**src/rtl/decoder_10b8b.sv**
```systemverilog
// Receive-side 10b/8b decoder: one code group per ena strobe, with running-disparity
// tracking, code/disparity violation flags, comma detect and a saturating error counter.
module decoder_10b8b #(
  parameter int ERR_CNT_W = 16
) (
  input  logic                 clk,
  input  logic                 reset,
  input  logic                 ena,
  input  logic [9:0]           datain,
  output logic [7:0]           dataout,
  output logic                 ko,
  output logic                 valid,
  output logic                 code_err,
  output logic                 disp_err,
  output logic                 comma,
  output logic                 rd,
  input  logic                 err_clr,
  output logic [ERR_CNT_W-1:0] err_count
);

  // abcdei -> {legal, EDCBA}; both RD polarities map to the same value
  function automatic logic [5:0] dec6(input logic [5:0] v);
    case (v)
      6'b100111, 6'b011000: dec6 = {1'b1, 5'd0};
      6'b011101, 6'b100010: dec6 = {1'b1, 5'd1};
      6'b101101, 6'b010010: dec6 = {1'b1, 5'd2};
      6'b110001:            dec6 = {1'b1, 5'd3};
      6'b110101, 6'b001010: dec6 = {1'b1, 5'd4};
      6'b101001:            dec6 = {1'b1, 5'd5};
      6'b011001:            dec6 = {1'b1, 5'd6};
      6'b111000, 6'b000111: dec6 = {1'b1, 5'd7};
      6'b111001, 6'b000110: dec6 = {1'b1, 5'd8};
      6'b100101:            dec6 = {1'b1, 5'd9};
      6'b010101:            dec6 = {1'b1, 5'd10};
      6'b110100:            dec6 = {1'b1, 5'd11};
      6'b001101:            dec6 = {1'b1, 5'd12};
      6'b101100:            dec6 = {1'b1, 5'd13};
      6'b011100:            dec6 = {1'b1, 5'd14};
      6'b010111, 6'b101000: dec6 = {1'b1, 5'd15};
      6'b011011, 6'b100100: dec6 = {1'b1, 5'd16};
      6'b100011:            dec6 = {1'b1, 5'd17};
      6'b010011:            dec6 = {1'b1, 5'd18};
      6'b110010:            dec6 = {1'b1, 5'd19};
      6'b001011:            dec6 = {1'b1, 5'd20};
      6'b101010:            dec6 = {1'b1, 5'd21};
      6'b011010:            dec6 = {1'b1, 5'd22};
      6'b111010, 6'b000101: dec6 = {1'b1, 5'd23};
      6'b110011, 6'b001100: dec6 = {1'b1, 5'd24};
      6'b100110:            dec6 = {1'b1, 5'd25};
      6'b010110:            dec6 = {1'b1, 5'd26};
      6'b110110, 6'b001001: dec6 = {1'b1, 5'd27};
      6'b001110:            dec6 = {1'b1, 5'd28};
      6'b101110, 6'b010001: dec6 = {1'b1, 5'd29};
      6'b011110, 6'b100001: dec6 = {1'b1, 5'd30};
      6'b101011, 6'b010100: dec6 = {1'b1, 5'd31};
      6'b001111, 6'b110000: dec6 = {1'b1, 5'd28};
      default:              dec6 = {1'b0, 5'd0};
    endcase
  endfunction

  function automatic logic [2:0] dec4(input logic [3:0] v);
    case (v)
      4'b1011, 4'b0100:                   dec4 = 3'd0;
      4'b1001:                            dec4 = 3'd1;
      4'b0101:                            dec4 = 3'd2;
      4'b1100, 4'b0011:                   dec4 = 3'd3;
      4'b1101, 4'b0010:                   dec4 = 3'd4;
      4'b1010:                            dec4 = 3'd5;
      4'b0110:                            dec4 = 3'd6;
      4'b1110, 4'b0001, 4'b0111, 4'b1000: dec4 = 3'd7;
      default:                            dec4 = 3'd0;
    endcase
  endfunction

  function automatic logic [2:0] pop6(input logic [5:0] v);
    pop6 = '0;
    for (int i = 0; i < 6; i++) pop6 = pop6 + {2'b00, v[i]};
  endfunction

  function automatic logic [2:0] pop4(input logic [3:0] v);
    pop4 = '0;
    for (int i = 0; i < 4; i++) pop4 = pop4 + {2'b00, v[i]};
  endfunction

  logic [5:0] six;
  logic [3:0] four;
  logic [5:0] d6;
  logic [4:0] x5;
  logic [2:0] hgf, ones6, ones4;
  logic       k28, rd6, a7, set_neg, set_pos, set_k7;
  logic       a7_bad, p7_bad;
  logic       ce_nxt, de_nxt, rd_nxt, ko_nxt, comma_nxt;

  assign six  = datain[9:4];
  assign four = datain[3:0];

  always_comb begin
    d6      = dec6(six);
    x5      = d6[4:0];
    ones6   = pop6(six);
    ones4   = pop4(four);
    k28     = (six == 6'b001111) || (six == 6'b110000);
    // K28 at RD+ carries a complemented 4b sub-block
    hgf     = dec4((six == 6'b110000) ? ~four : four);
    set_neg = (x5 == 5'd17) || (x5 == 5'd18) || (x5 == 5'd20);
    set_pos = (x5 == 5'd11) || (x5 == 5'd13) || (x5 == 5'd14);
    set_k7  = k28 || (x5 == 5'd23) || (x5 == 5'd27) || (x5 == 5'd29) || (x5 == 5'd30);
    a7      = (four == 4'b0111) || (four == 4'b1000);

    // Out-of-range weights still steer rd toward the dominant symbol value
    if (ones6 > 3'd3)      rd6 = 1'b1;
    else if (ones6 < 3'd3) rd6 = 1'b0;
    else                   rd6 = rd;

    if (ones4 > 3'd2)      rd_nxt = 1'b1;
    else if (ones4 < 3'd2) rd_nxt = 1'b0;
    else                   rd_nxt = rd6;

    de_nxt = ((ones6 == 3'd4) && rd) || ((ones6 == 3'd2) && !rd) ||
             ((six == 6'b111000) && rd) || ((six == 6'b000111) && !rd) ||
             ((ones4 == 3'd3) && rd6) || ((ones4 == 3'd1) && !rd6) ||
             ((four == 4'b1100) && rd6) || ((four == 4'b0011) && !rd6);

    a7_bad = ((four == 4'b0111) && !(set_neg || set_k7)) ||
             ((four == 4'b1000) && !(set_pos || set_k7));
    p7_bad = ((four == 4'b1110) && !rd6 && set_neg) ||
             ((four == 4'b0001) && rd6 && set_pos) ||
             (k28 && ((four == 4'b1110) || (four == 4'b0001)));

    ce_nxt    = !d6[5] || (ones4 == 3'd0) || (ones4 == 3'd4) || a7_bad || p7_bad;
    ko_nxt    = !ce_nxt && (k28 || (a7 && set_k7));
    comma_nxt = (datain[9:3] == 7'b0011111) || (datain[9:3] == 7'b1100000);
  end

  always_ff @(posedge clk or negedge reset) begin
    if (!reset) begin
      dataout  <= '0;
      ko       <= 1'b0;
      valid    <= 1'b0;
      code_err <= 1'b0;
      disp_err <= 1'b0;
      comma    <= 1'b0;
      rd       <= 1'b0;
    end else begin
      valid <= ena;
      if (ena) begin
        dataout  <= {hgf, x5};
        ko       <= ko_nxt;
        code_err <= ce_nxt;
        disp_err <= de_nxt;
        comma    <= comma_nxt;
        rd       <= rd_nxt;
      end
    end
  end

  always_ff @(posedge clk or negedge reset) begin
    if (!reset) begin
      err_count <= '0;
    end else if (err_clr) begin
      err_count <= '0;
    end else if (ena && (ce_nxt || de_nxt) && (err_count != {ERR_CNT_W{1'b1}})) begin
      err_count <= err_count + {{(ERR_CNT_W-1){1'b0}}, 1'b1};
    end
  end

endmodule

```
**config.mk**
```make
export PLATFORM = sky130hd
export DESIGN_NAME = decoder_10b8b
export DESIGN_NICKNAME = d
export VERILOG_FILES = /design/src/rtl/decoder_10b8b.sv
export SDC_FILE = /design/constraint.sdc
export NUM_CORES = 1
export LEC_CHECK = 0
export CORE_ASPECT_RATIO = 0.7
export CORE_MARGIN = 2
export CORE_UTILIZATION = 51
export CTS_BUF_LIST = sky130_fd_sc_hd__clkbuf_8
export CTS_CLUSTER_SIZE = 10
export DETAILED_ROUTE_END_ITERATION = 6
export PLACE_DENSITY = 0.9
export SLEW_MARGIN = 30
export SYNTH_ARGS = -nofsm -noshare
export SYNTH_HDL_FRONTEND = slang
export SYNTH_SLANG_ARGS = --single-unit
```
**constraint.sdc**
```tcl
create_clock -name clk -period 2.19 [get_ports clk]
set_input_delay 0.438 -clock clk [delete_from_list [all_inputs] [get_ports clk]]
set_output_delay 0.438 -clock clk [all_outputs]
set_load 0.02 [all_outputs]
```
==> key figures, run 1 <==
GRT
  • Vias in the first global route: around 3700
  • First-pass GRT wire length: between 15000 and 20000 um
  • GRT Resource Usage Total: 0.3944
  • Initial antenna violation count: 0
  • Grt total ovfl: 0
  • Largest net degree at the start of global routing: 32

Critical path
  • Slowest Stage Delay on Critical Path: 0.55 ns
  • Setup crit end: err_count[4]
  • Reg-to-Reg End: err_count[4]
  • WP depth: 16
  • R2R Setup Slk: -0.31 ns
  • Setup crit end kind: flip-flop
  • Worst reg2reg path depth: 9
  • Slowest library cell on the worst path: fa_1
  • Worst setup path startpoint: datain[7]
  • CP Data Arrival Time: 4.24 ns
  • Max FO, Critical Path: 6
  • CP Class: primary input to flip-flop
  • Worst EP required: 2.36 ns
  • Crit-path leading delay family: adder cells
  • Buf/Inv on CP: 5
  • Worst r2r src: rd
  • CP startpoint kind: primary input
  • Crit-path cells: buf_2 -> fa_1 -> inv_2 -> fa_1 -> inv_2 -> ha_4 -> fa_2 -> buf_4 -> a21oi_2 -> o221ai_2 -> nor3_2 -> nand4_1 -> a21oi_4 -> buf_12 -> nor3_4 -> mux2_4

Clock network
  • Bufs on Longest Clock Path: 2
  • H-tree depth: 2
  • Clk slew on worst S/H paths: 0.07 ns
  • Clock net sink count: 30
  • Root Driver: clkbuf_8
  • CTS Buf Count: 5
  • Clock Latency Late Sink: 0.30 ns
  • # hold bufs at CTS: 0
  • CTS tree: built

Timing
  • RSZ-0062 raised after global routing: true
  • Max Freq: 245.7 MHz
  • Final period utilization: 1.859
  • Final slew viol count: 0
  • Worst slew margin: 0.6984
  • Final setup viols: 23
  • Minimum clock period after layout: 4.070 ns
  • Final hold vios: 0
  • Least-Margin Pin Slew: 0.4490 ns
  • Setup tns final: -33.37 ns
  • Max Clock Skew: 0.01507 ns
  • Final worst slack: -1.880 ns

Floorplan
  • Core area: 5340 um^2
  • Io pins: 44
  • Die Height: 66.71 um
  • Row cnt: 22
  • Die area: 6243 um^2
  • Die Wd: 93.59 um
  • Initial Util: 0.5366

Logic synthesis
  • Syn avg cell area: 8.117 um^2
  • Post-synth ARST share: 1.000
  • Top FF cell, synth: dfrtp_1
  • Synth warnings: 0
  • Synth area leaders: dfrtp_1, ha_1, a21oi_1
  • Synth Instances: approximately 350
  • Yosys reg bits: 30
  • Post-synth EDFFs: 0
  • Yosys cell types: 69
  • Dominant cell type by area after synthesis: dfrtp_1
  • Syn Nets: 387
  • Top cell type's share of synthesized area: 0.2620
  • Seq/Total Area, Yosys: 0.2620
  • Cell Area, Synth: 2865 um^2

Route
  • Number of vias in the routed layout: around 4000
  • Initial drt markers: between 800 and 900
  • Final wirelength: 14530 um
  • Via/cell ratio: 7.379
  • Drt first pass iters: 7
  • ANT nets after route: 0
  • Residual DRC: 232
  • Drt wl/cell: 26.76 um

Layout
  • Storage cell area: 750.7 um^2
  • Multi-input logic area: 2287 um^2
  • Final Net Count: 504
  • Util after Layout: 0.8451
  • Fillers: 246
  • Share of cells above drive strength 1: 0.3779
  • Diode count: 0
  • Area growth, synth to finish: 57.51%

Power and ir drop
  • Design Power: 2463 uW
  • Worst VDD drop: ~0.00032 V
  • Cell Pwr Density: 545.7 nW/um^2
  • Leakage power figure: 0.001916 uW

Placed design
  • RePlAce Congestion: 0.9522
  • IO Port Bufs: 43
  • Final HPWL DP: approximately 6500 um

Hold path
  • Worst min path class: flip-flop to flip-flop
  • WHS Path Cells: 2

Status
  • Failing checks: design-rule violations, negative setup slack
  • Status: finished, violations left

Job
  • Max-Cap Viols: 0
-- synth_stat cells (3+ instances only) --
| cell | instances |
|---|---|
| nand2_1 | 33 |
| nor2_1 | 33 |
| dfrtp_1 | 30 |
| a21oi_1 | 29 |
| inv_1 | 20 |
| o21ai_0 | 19 |
| ha_1 | 16 |
| nand3_1 | 15 |
| clkbuf_1 | 12 |
| and3_1 | 11 |
| a31oi_1 | 8 |
| nor2b_1 | 8 |
| o31ai_1 | 8 |
| nor3_1 | 6 |
| or3_1 | 6 |
| or4_1 | 5 |
| buf_2 | 4 |
| fa_1 | 4 |
| mux2_4 | 4 |
| nand4_1 | 4 |
| o211ai_1 | 4 |
| a211oi_1 | 3 |
| and2_1 | 3 |
| buf_6 | 3 |
| mux2_2 | 3 |
| nor3_2 | 3 |
| nor3b_1 | 3 |
| o32ai_1 | 3 |
-- how the worst min path moves through the flow --
stage / start / end
3_5_place_dp: ko / ko
5_1_grt: dataout[2] / dataout[2]
4_1_cts: ko / ko
6_report: dataout[5] / dataout[5]
2_1_floorplan: reset / code_err
3_3_place_gp: dataout[2] / dataout[2]
-- sequential cells by signal (all words and copies together), names as in the netlist --
register / count
err_count: 16
dataout: 8
code_err: 1
comma: 1
disp_err: 1
ko: 1
rd: 1
valid: 1
-- metrics by stage --
stage	instance area (um^2)	hold slack, ns	cells	setup WS, ns
final	4513	0.5332	543	-1.880
after CTS	4238	0.5311	538	-1.679
after global placement	3875	0.5031	521	-2.135
after detailed placement	3875	0.5135	521	-2.379
after floorplan	2887	0.1424	353	-1.565
after global routing	4513	0.5614	543	-1.949
-- metal layers --
metal	vias to the layer above	wire length, um	GRT usage
met4	0	1393	0.2645
li1	1541	-	-
met5	-	0	0
met2	514	5903	0.6016
met3	192	2414	0.1324
met1	1760	4817	0.4763
-- worst reg2reg max path: stages, from the launching register on --
cell	delay, ns
dfrtp_1	0.50
a31oi_4	0.33
xnor2_2	0.16
nor3b_2	0.07
nor3_2	0.16
nand4_1	0.22
a21oi_4	0.38
buf_12	0.19
nor3_4	0.05
mux2_4	0.31
-- report_power, final --
group / internal (uW) / switching (uW)
combinational: 592 / 706
sequential: 595 / 44.2
clock: 253 / 272
-- layout by cell type, fill, tap and decap left out, drive strengths merged, types with 3 or more instances in the layout --
cell type / count
buf: 89
clkdlybuf4s50: 39
nand2: 33
nor2: 33
dfrtp: 30
a21oi: 30
inv: 20
o21ai: 19
ha: 16
nand3: 15
and3: 11
nor2b: 9
nor3: 9
a31oi: 8
o31ai: 8
clkbuf: 7
mux2: 7
or3: 6
or4: 5
o211ai: 4
nand4: 4
fa: 4
a211oi: 4
or2: 4
nor3b: 4
and2: 3
o32ai: 3
-- area by class of cell --
class | count | share of cell area
clock buffers | 6 | 0.01830
multi-input cells | 283 | 0.5068
flip-flops and latches | 30 | 0.1663
well taps | 72 | 0.01996
repair buffers | 130 | 0.2686
clock inverters | 2 | 0.002772
inverters | 20 | 0.01719
-- what timing repair did --
| item | CTS | global route |
|---|---|---|
| resized for setup | 45 | 63 |
| gates cloned | 3 | 1 |
| pin swaps | 15 | 26 |
| buffers inserted | 6 | 6 |
| endpoints found under the setup margin | 28 | 27 |
-- logic make-up after synthesis --
logic type / Yosys count / share of synthesized area
muxes: 10 / 0.04760
xor gates and xnor gates: 2 / 0.006115
buffers and inverters: 40 / 0.06244
DFF: 30 / 0.2620
AOI/OAI and AO/OA: 106 / 0.2542
adders and majority gates: 22 / 0.1048
and+or+nand+nor: 143 / 0.2629
Power figures use the tool's default switching activity.
==> run 2: changes to the inputs <==
--- a/config.mk
+++ b/config.mk
@@ -5,6 +5,7 @@
 export SDC_FILE = /design/constraint.sdc
 export NUM_CORES = 1
 export LEC_CHECK = 0
+export ABC_CLOCK_PERIOD_IN_PS = 2190
 export CORE_ASPECT_RATIO = 0.7
 export CORE_MARGIN = 2
 export CORE_UTILIZATION = 51
==> results of run 2 <==
No change in the layout: final DEF, timing and power equal those of run 1.
==> run 3: changes to the inputs <==
--- a/config.mk
+++ b/config.mk
@@ -5,14 +5,13 @@
 export SDC_FILE = /design/constraint.sdc
 export NUM_CORES = 1
 export LEC_CHECK = 0
-export ABC_CLOCK_PERIOD_IN_PS = 2190
 export CORE_ASPECT_RATIO = 0.7
 export CORE_MARGIN = 2
-export CORE_UTILIZATION = 51
+export CORE_UTILIZATION = 56
 export CTS_BUF_LIST = sky130_fd_sc_hd__clkbuf_8
 export CTS_CLUSTER_SIZE = 10
 export DETAILED_ROUTE_END_ITERATION = 6
-export PLACE_DENSITY = 0.9
+export PLACE_DENSITY = 0.93
 export SLEW_MARGIN = 30
 export SYNTH_ARGS = -nofsm -noshare
 export SYNTH_HDL_FRONTEND = slang
==> constraint.sdc (replaced) <==
create_clock -name clk -period 4 [get_ports clk]
set_input_delay 0.8 -clock clk [delete_from_list [all_inputs] [get_ports clk]]
set_output_delay 0.8 -clock clk [all_outputs]
set_load 0.02 [all_outputs]
==> run 3 against run 2 <==
Net effect: the flow still finishes with violations (design-rule violations, negative setup slack); sequential share of layout area up 1.7 points; hold slack worse by 0.0089 ns; flip-flop and latch count unchanged; sequential power down 46%; combinational power down 51%; worst setup slack better by 1.4 ns; count of clock-buffer cells in the layout unchanged; critical path type unchanged; critical endpoint is now err_count[15]; largest cell class unchanged.
==> key figures, run 3 (synthesis results as in run 1) <==
Status
  • Status: finished, violations left (unchanged)
  • Failing checks: design-rule violations, negative setup slack (unchanged)

Floorplan
  • Core area: 4861 um^2 (was 5340 um^2)
  • Die area: 5714 um^2 (was 6243 um^2)
  • Initial Util: 0.5894 (was 0.5366)
  • Die Height: 63.85 um (was 66.71 um)
  • Die Wd: 89.50 um (was 93.59 um)
  • Row cnt: 21 (was 22)
  • Io pins: 44 (unchanged)

Power and ir drop
  • Cell-internal power: 774.5 uW (was 1440 uW)
  • Worst VDD drop: 0.0001905 V (was 0.0003159 V)
  • Leakage power figure: 0.001723 uW (was 0.001916 uW)
  • Cell Pwr Density: 309.9 nW/um^2 (was 545.7 nW/um^2)
  • Logic pwr share: 0.507 (was 0.527)
  • Clock network power share: 0.218 (was 0.213)
  • Sequential Power Share: 0.275 (was 0.260)
  • Switching Share: 0.3882 (was 0.4153)
  • Psw: 491.4 uW (was 1023 uW)

Layout
  • Most frequent cells in the layout: buf_4, clkdlybuf4s50_1, nor2_1, nand2_1, dfrtp_1 (was buf_4, clkdlybuf4s50_1, nand2_1, dfrtp_1, nor2_1)
  • Leading cell type in the layout, fill and taps excluded: buf_4 (unchanged)
  • Number of flip-flops in the largest register: 16 (unchanged)
  • Final Net Count: 475 (was 504)
  • Share of cells above drive strength 1: 0.2624 (was 0.3779)
  • Biggest register: err_count (unchanged)
  • Area growth, synth to finish: 42.58% (was 57.51%)
  • Diode count: 0 (unchanged)
  • Final Non-Filler Cells: 511 (was 543)
  • Top flop regs: err_count x16, dataout x8 (unchanged)

Clock network
  • CTS Buf Count: 5 (unchanged)
  • Root Driver: clkbuf_8 (unchanged)
  • Clk slew on worst S/H paths: 0.08 ns (was 0.07 ns)
  • CTS tree: built (unchanged)
  • Clock Latency Late Sink: 0.30 ns (about the same)
  • Clock net sink count: 30 (unchanged)
  • H-tree depth: 2 (unchanged)
  • Bufs on Longest Clock Path: 2 (unchanged)
  • # hold bufs at CTS: 0 (unchanged)

Timing
  • Final worst slack: -0.4921 ns (was -1.880 ns)
  • Final setup viols: 16 (was 23)
  • Max Clock Skew: 0.01407 ns (was 0.01507 ns)
  • Setup tns final: -5.937 ns (was -33.37 ns)
  • Minimum clock period after layout: 4.492 ns
  • Worst slew margin: 0.3415 (was 0.6984)
  • Max Freq: 222.6 MHz
  • Least-Margin Pin Slew: 0.9847 ns (was 0.4490 ns)
  • Final slew viol count: 0 (unchanged)
  • RSZ-0062 raised after global routing: true (unchanged)
  • Final period utilization: 1.123
  • Final hold vios: 0 (unchanged)

Placed design
  • Placed Instances: 492 (was 521)
  • Worst slack, placed: -0.8078 ns (was -2.379 ns)
  • IO Port Bufs: 43 (unchanged)
  • Final HPWL DP: 6033 um (was 6500 um)
  • RePlAce Congestion: 0.9897 (was 0.9522)

Route
  • Metal3 WL: 1703 um (was 2414 um)
  • Final wirelength: 11810 um (was 14530 um)
  • Residual DRC: 28 (was 232)
  • Number of vias in the routed layout: 3717 (was 4007)
  • ANT nets after route: 0 (unchanged)
  • Total met2 wirelength after detailed routing: 4980 um (was 5903 um)
  • Via/cell ratio: 7.274 (was 7.379)
  • Drt first pass iters: 7 (unchanged)
  • DR top layer: met4 (unchanged)
  • Met1 WL: 4083 um (was 4817 um)
  • Initial drt markers: 1069 (was 811)
  • Drt wl/cell: 23.10 um (was 26.76 um)

Critical path
  • CP Class: primary input to flip-flop (unchanged)
  • Max FO, Critical Path: 7 (was 6)
  • Crit-path cells: buf_6 -> fa_1 -> inv_1 -> fa_1 -> inv_1 -> ha_2 -> fa_2 -> a31oi_4 -> buf_6 -> xnor2_2 -> nor3b_2 -> nor3_2 -> nand4_1 -> a21oi_4 -> buf_12 -> buf_16 -> or4_1 -> a21oi_2 (was buf_2 -> fa_1 -> inv_2 -> fa_1 -> inv_2 -> ha_4 -> fa_2 -> buf_4 -> a21oi_2 -> o221ai_2 -> nor3_2 -> nand4_1 -> a21oi_4 -> buf_12 -> nor3_4 -> mux2_4)
  • Setup crit end kind: flip-flop (unchanged)
  • Slowest library cell on the worst path: fa_2 (was fa_1)
  • CP Data Arrival Time: 4.69 ns (was 4.24 ns)
  • CP startpoint kind: primary input (unchanged)
  • Worst EP required: 4.20 ns (was 2.36 ns)
  • Slowest Stage Delay on Critical Path: 0.58 ns (was 0.55 ns)

GRT
  • Grt total ovfl: 0 (unchanged)
  • Initial antenna violation count: 0 (unchanged)
  • Largest net degree at the start of global routing: 32 (unchanged)
  • First-pass GRT wire length: 16160 um (was 18680 um)
  • GRT Resource Usage Total: 0.3638 (was 0.3944)
  • Vias in the first global route: 3253 (was 3668)

Hold path
  • Worst min path class: flip-flop to flip-flop (unchanged)

Job
  • Max-Cap Viols: 0 (unchanged)
## run 3: layout make-up
| class | count | area [um^2] |
|---|---|---|
| Timing Repair Buffer | 101 | 962.2 |
| Clock inverter | 2 | 12.51 |
| Sequential cell | 30 | 750.7 |
| Clock buffer | 6 | 82.58 |
| Tap cell | 69 | 86.33 |
| Inverter | 20 | 75.07 |
| Multi-Input combinational cell | 283 | 2116 |
| Fill cell | 220 | 775.7 |
## run 3: metrics by stage
stage | instance area [um^2] | power, uW | utilization | hold WS (ns)
6_report | 4085 | 1266 | 0.8404 | 0.5243
3_5_place_dp | 3661 | 781.5 | 0.7532 | 0.5139
4_1_cts | 3975 | 1178 | 0.8178 | 0.5289
5_1_grt | 4085 | 1307 | 0.8404 | 0.5519
2_1_floorplan | 2883 | 606.4 | - | 0.5044
3_3_place_gp | 3661 | 765.1 | 0.7532 | 0.4930
## run 3: worst paths after layout
check	to	slack, ns	cells after the start	start
max reg2reg	err_count[15]	0.64	9	err_count[7]
max	err_count[15]	-0.49	18	datain[4]
max in group asynchronous	ko	2.79	2	reset
min reg2reg	dataout[4]	0.52	1	dataout[4]
min in group asynchronous	err_count[13]	0.89	2	reset
min	dataout[4]	0.52	1	dataout[4]
## run 3: repair_timing
item                                    in CTS  in global routing
endpoints found under the setup margin      16                 16
setup buffers                                6                  2
pin swaps                                   16                 10
gates cloned                                 3                  0
resized for setup                           32                 20
## run 3: critical path: cells and delay by family
kind | cells | cell delay, ns
buffers and inverters | 6 | 0.62
adders and majority gates | 4 | 1.76
AOI/OAI and AO/OA | 3 | 0.40
and+or+nand+nor | 4 | 1.00
xor gates and xnor gates | 1 | 0.12
## run 3: metal layers
metal	vias up	track usage
met1	1682	0.4886
met3	147	0.09690
met2	405	0.5630
met5	-	0
met4	0	0.1287
li1	1483	-
## run 3: power by group through the flow
stage / Combinational [uW] / Clock (uW) / Sequential [uW]
after global routing: 671 / 286 / 350
after detailed placement: 429 / 0 / 352
after global placement: 414 / 0 / 351
after CTS: 562 / 270 / 346
final: 642 / 276 / 348
after floorplan: 230 / 0 / 377
